$ cat config.mk
export PLATFORM = sky130hd
export DESIGN_NAME = panel_compositor
export DESIGN_NICKNAME = d
export VERILOG_FILES = /design/src/rtl/panel_compositor.sv
export SDC_FILE = /design/constraint.sdc
export NUM_CORES = 1
export LEC_CHECK = 0
export ABC_AREA = 1
export BUFFER_PORTS_ARGS = -buffer_cell sky130_fd_sc_hd__buf_2
export CORE_MARGIN = 1
export CORE_UTILIZATION = 55
export DETAILED_ROUTE_END_ITERATION = 8
export GPL_TIMING_DRIVEN = 0
export PLACE_DENSITY = 0.84
export SLEW_MARGIN = 10
export SYNTH_ARGS = -nofsm -noshare
export SYNTH_HDL_FRONTEND = slang
export SYNTH_SLANG_ARGS = --single-unit
$ cat constraint.sdc
create_clock -name clk_pix -period 2.33 [get_ports clk_pix]
set_input_delay 0.1165 -clock clk_pix [delete_from_list [all_inputs] [get_ports clk_pix]]
set_output_delay 0.1165 -clock clk_pix [all_outputs]
set_load 0.005 [all_outputs]
$ cat src/rtl/panel_compositor.sv
// panel_compositor: side-by-side panel layout with click-to-focus FSM; optional mouse cursor via CURSOR_EN
module panel_compositor #(
    parameter int CORDW      = 10,
    parameter int H_RES      = 640,
    parameter int V_RES      = 480,
    parameter int NUM_PANELS = 2,
    parameter int MARGIN     = 10,
    parameter int GAP        = 10
) (
    input  logic             clk_pix,
    input  logic             rst_n,
    input  logic [CORDW-1:0] sx,
    input  logic [CORDW-1:0] sy,
    input  logic             de,
    input  logic             frame_start,
    input  logic [CORDW-1:0] mouse_x,
    input  logic [CORDW-1:0] mouse_y,
    input  logic [2:0]       mouse_btn,
    output logic [3:0]       paint_r,
    output logic [3:0]       paint_g,
    output logic [3:0]       paint_b,
    output logic [2:0]       sel_panel,
    output logic             focused
);
    localparam int PW = (H_RES - 2*MARGIN - (NUM_PANELS-1)*GAP) / NUM_PANELS;
    typedef logic [CORDW:0] c_t;
    localparam c_t LO  = c_t'(MARGIN);
    localparam c_t Y1  = c_t'(V_RES - MARGIN - 1);
    localparam c_t FX1 = c_t'(H_RES - MARGIN - 1);
    typedef enum logic [1:0] {HOME, ARM_FOCUS, FOCUS, ARM_HOME} state_t;
    state_t state, state_n;
    logic [1:0] rst_q;
    logic rst_s;
    logic [2:0] btn_s1, btn_s2, btn_q, click, pend, pend_n, sel_n;
    logic foc_n, grey, hover, btn_unused;
    c_t mx, my, bx, by;
    logic [3:0] mh, bh;
    logic [11:0] colour;
    // Assert asynchronously, release two clocks after rst_n rises
    always_ff @(posedge clk_pix or negedge rst_n)
        if (!rst_n) rst_q <= '0;
        else rst_q <= {rst_q[0], 1'b1};
    assign rst_s = rst_q[1];
    // Returns {hit, panel index} for a point
    function automatic logic [3:0] hit(c_t x, c_t y);
        logic [3:0] r;
        r = '0;
        for (int i = 0; i < NUM_PANELS; i++)
            if (x >= c_t'(MARGIN + i*(PW+GAP)) && x <= c_t'(MARGIN + i*(PW+GAP) + PW - 1) && y >= LO && y <= Y1)
                r = {1'b1, 3'(i)};
        return r;
    endfunction
    assign bx = {1'b0, sx};
    assign by = {1'b0, sy};
    assign mh = hit(mx, my);
    assign bh = hit(bx, by);
    assign click = btn_s2 & ~btn_q;
    assign btn_unused = click[2];
    always_comb begin
        state_n = state;
        pend_n = pend;
        sel_n = sel_panel;
        foc_n = focused;
        unique case (state)
            HOME:      if (click[0] && mh[3]) begin pend_n = mh[2:0]; state_n = ARM_FOCUS; end
            ARM_FOCUS: if (frame_start) begin sel_n = pend; foc_n = 1'b1; state_n = FOCUS; end
            FOCUS:     if (click[1]) state_n = ARM_HOME;
            ARM_HOME:  if (frame_start) begin foc_n = 1'b0; state_n = HOME; end
        endcase
    end
    // Layout follows the committed mode, so ARM_* states keep drawing the old one
    always_comb begin
        hover = bh[3] && mh[3] && bh[2:0] == mh[2:0];
        grey = focused ? (bx >= LO && bx <= FX1 && by >= LO && by <= Y1) : bh[3];
        colour = !grey ? 12'h90F : (hover && !focused) ? 12'hCCC : 12'h999;
`ifdef CURSOR_EN
        if (bx >= mx && bx <= mx + c_t'(3) && by >= my && by <= my + c_t'(3)) colour = 12'hFFF;
`endif
        if (!de) colour = 12'h000;
    end
    always_ff @(posedge clk_pix or negedge rst_s)
        if (!rst_s) begin
            btn_s1 <= '0;
            btn_s2 <= '0;
            btn_q <= '0;
            mx <= '0;
            my <= '0;
            state <= HOME;
            pend <= '0;
            sel_panel <= '0;
            focused <= 1'b0;
            {paint_r, paint_g, paint_b} <= '0;
        end else begin
            btn_s1 <= mouse_btn;
            btn_s2 <= btn_s1;
            btn_q <= btn_s2;
            if (frame_start) begin
                mx <= {1'b0, mouse_x};
                my <= {1'b0, mouse_y};
            end
            state <= state_n;
            pend <= pend_n;
            sel_panel <= sel_n;
            focused <= foc_n;
            {paint_r, paint_g, paint_b} <= colour;
        end
endmodule

==> impl_metrics.tcl <==
set metrics [dict create \
    ys_seq_elements 39 \
    total_power_w 0.00192 \
    drive_above_1_share_pct 24.6 \
    ys_seq_area_share_pct 46.3 \
    drv_slew 0 \
    area.growth.synth_to_final_pct 24.0 \
    gr-total-overflow 0 \
    clock_latency_ns 0.29 \
    met1_usage_pct 25.8 \
    vdd_drop_max_v 0.000647 \
    clk_path_buf_depth 2 \
    clock-sinks 39 \
    ys_types 24 \
    final_hold_viol_count 0 \
    remaining_drc_errors 1 \
    criticalPathCategory "reg2reg" \
    drt_iter0_drc 91 \
    use_met3_pct 5.54 \
    clkSlewWorstSetupHoldPaths_ns 0.07 \
    nNetsFinal 409 \
    crit_top_cell "nor2_1" \
    synth_top_cell_by_area "dfrtp_1" \
    cp_slowest_cell "dfrtp_1" \
    grt_max_degree 38 \
    io_pins 63 \
    die_w_um 63.9 \
    rsz0062_at_grt "false" \
    crit_chain "nor2_2 -> nor2_1 -> nand2_1 -> nand2_1 -> nor2_1 -> nand2_2 -> inv_1 -> nand3_1 -> a21oi_2 -> nor2_1" \
    hp-class "in2reg" \
    p_leak_nw 1.52 \
    wl_per_cell_um 9.89 \
    yosys.area.top_type_share_pct 46.3 \
    slew_headroom_pct 49.4 \
    finalCritPeriodShare_pct 62.9 \
    worstMarginPinSlew_ns 0.759 \
    min_period_ns 1.47 \
    synth_cells 288 \
    htree_levels 2 \
    ant_nets 0 \
    netlist_area_um2 2110 \
    endpoint_kind "flop" \
    track_usage_pct 22.0 \
    floorplan.core_area_um2 3660 \
    cp-start-kind "flop" \
    busiest_layer "met2" \
    synth.area.top_cells "dfrtp_1 46%, nand2_1 18%, inv_1 7.1%, nor2_1 5.5%, nand3_1 3.3%" \
    vias 1940 \
    numCtsBuffers 5 \
    drt_first_pass_iters 6 \
    die-area_um2 4080 \
    hpwl_um 3050 \
    cts_root_buf "clkbuf_8" \
    portBuffers 55 \
    grt_pass1_wl_um 6970 \
    utilization_pct 71.4 \
    cts_tree "yes" \
    finClkSkew_ns 0.00506 \
    violations "DRC" \
    fin_setup_tns_ns 0 \
    num_rows 22 \
    place_ws_ns 0.884 \
    arrival_ns 1.65 \
    finalSetupViolations 0 \
    vias_per_cell 4.78 \
    syn-mean-instance-area_um2 7.32 \
    drv_cap 0 \
    gp_congestion 0.831 \
    post_cts.repair.setup_buffers 0 \
    grt_pass1_vias 1799 \
    wirelength_um 4020 \
    path_max_fanout 3 \
    critPathMaxStageDelay_ns 0.40 \
    diodes 0 \
    max_freq_mhz 682 \
    layout_setup_ws_ns 0.864 \
    initial_utilization_pct 57.6 \
    antenna_found_initial 0 \
    dieHeight_um 63.9 \
    powerDensity_nw_per_um2 736 \
    yosys_warnings 0 \
    crit_required_ns 2.51 \
    use_met2_pct 39.4 \
    outcome "finished with violations" \
    holdWs_ns 0.0171 \
]
## per-layer routing
metal / routed length [µm] / vias up / share of wire [%]
li1: - / 1001 / -
met1: 1800 / 874 / 45
met2: 1970 / 59 / 49
met3: 206 / 6 / 5.1
met4: 35 / 0 / 0.87
met5: 0 / - / 0
## cell families (layout without fill, tap and decap cells)
group,Yosys count,count (layout),share of synthesized area (%)
buffers and inverters,52,119,10.5
adder cells (fa/ha/maj),5,5,2.97
AO/OA/AOI/OAI,22,22,5.52
other,2,5,0.356
AND/OR/NAND/NOR,168,168,34.3
flip-flops,39,39,46.3
## sequential cells by signal, indices dropped and copies added (netlist names)
signal and count:
mx 10, my 9, paint_b 3, paint_g 3
btn_q 2, btn_s1 2, btn_s2 2, rst_q 2
state 2, focused 1, paint_r 1, pend 1
sel_panel 1
## stage by stage
step / instance area [µm²] / instances
after global routing: 2610 / 406
after floorplan: 2120 / 291
after CTS: 2600 / 405
after detailed placement: 2450 / 394
final: 2610 / 406
after global placement: 2450 / 394
## power breakdown
| group | total [W] | internal [W] | leakage (nW) | switching [W] |
|---|---|---|---|---|
| clock network | 0.000575 | 0.000346 | 0.0612 | 0.000229 |
| registers | 0.000850 | 0.000777 | 0.474 | 0.0000737 |
| logic | 0.000497 | 0.000211 | 0.983 | 0.000286 |
## path summary, 6_finish.rpt
path	to	cells past startpoint	slack (ns)	start
hold reg to reg	state[1]	0	0.34	rst_q[1]
min in group asynchronous	rst_q[1]	2	0.14	rst_n
max in group asynchronous	mx[5]	0	1.50	rst_q[1]
hold / removal	my[7]	3	0.02	mouse_y[7]
setup reg to reg	paint_b[0]	10	0.86	my[5]
setup / recovery	paint_b[0]	10	0.86	my[5]
## cell usage after synthesis, drive strengths merged
master  number
nand3b       1
ha           5
nand4        5
a21oi        5
conb         2
nand3       16
clkbuf       4
buf          7
dfrtp       39
nor2        34
or2          1
o21ai       16
nand2      108
o21bai       1
nor3         3
inv         41
## cells in the final DEF, fill, tap and decap left out
cell	n
buf_2	55
nand2_1	101
nor2_1	31
dfrtp_1	38
or2_2	1
buf_4	7
nor2_2	2
inv_2	1
ha_1	5
nand3_2	2
conb_1	5
o21ai_0	14
clkbuf_8	6
inv_1	40
nor3_2	2
dfrtp_2	1
bufinv_16	1
nand2_2	7
nor3_1	1
o21bai_1	1
nor2_4	1
nand4_1	5
dlygate4sd3_1	4
a21oi_1	4
nand3b_1	1
clkinv_2	1
a21oi_2	1
clkbuf_1	4
nand3_1	14
o21ai_1	2
## area by class of cell
cell class	count	area, µm²
well taps	48	60.1
fillers	289	1050
repair buffers	59	315
multi-input cells	200	921
inverters	41	154
clock buffers	6	82.6
flip-flops and latches	39	977
plain buffers	11	67.6
clock inverters	2	35.0
## critical path, delay by kind of cell, from the launching register on
family / cells / cell delay, ns
compound gates: 1 / 0.18
simple gates: 8 / 0.71
flops: 1 / 0.40
buf+inv: 1 / 0.08
## what timing repair did
action                    in CTS  in global routing
hold endpoints to repair       4                  1
hold buffers                   3                  1
gates resized for setup        0                  0
Note: power is estimated with default switching activity, not from simulation.
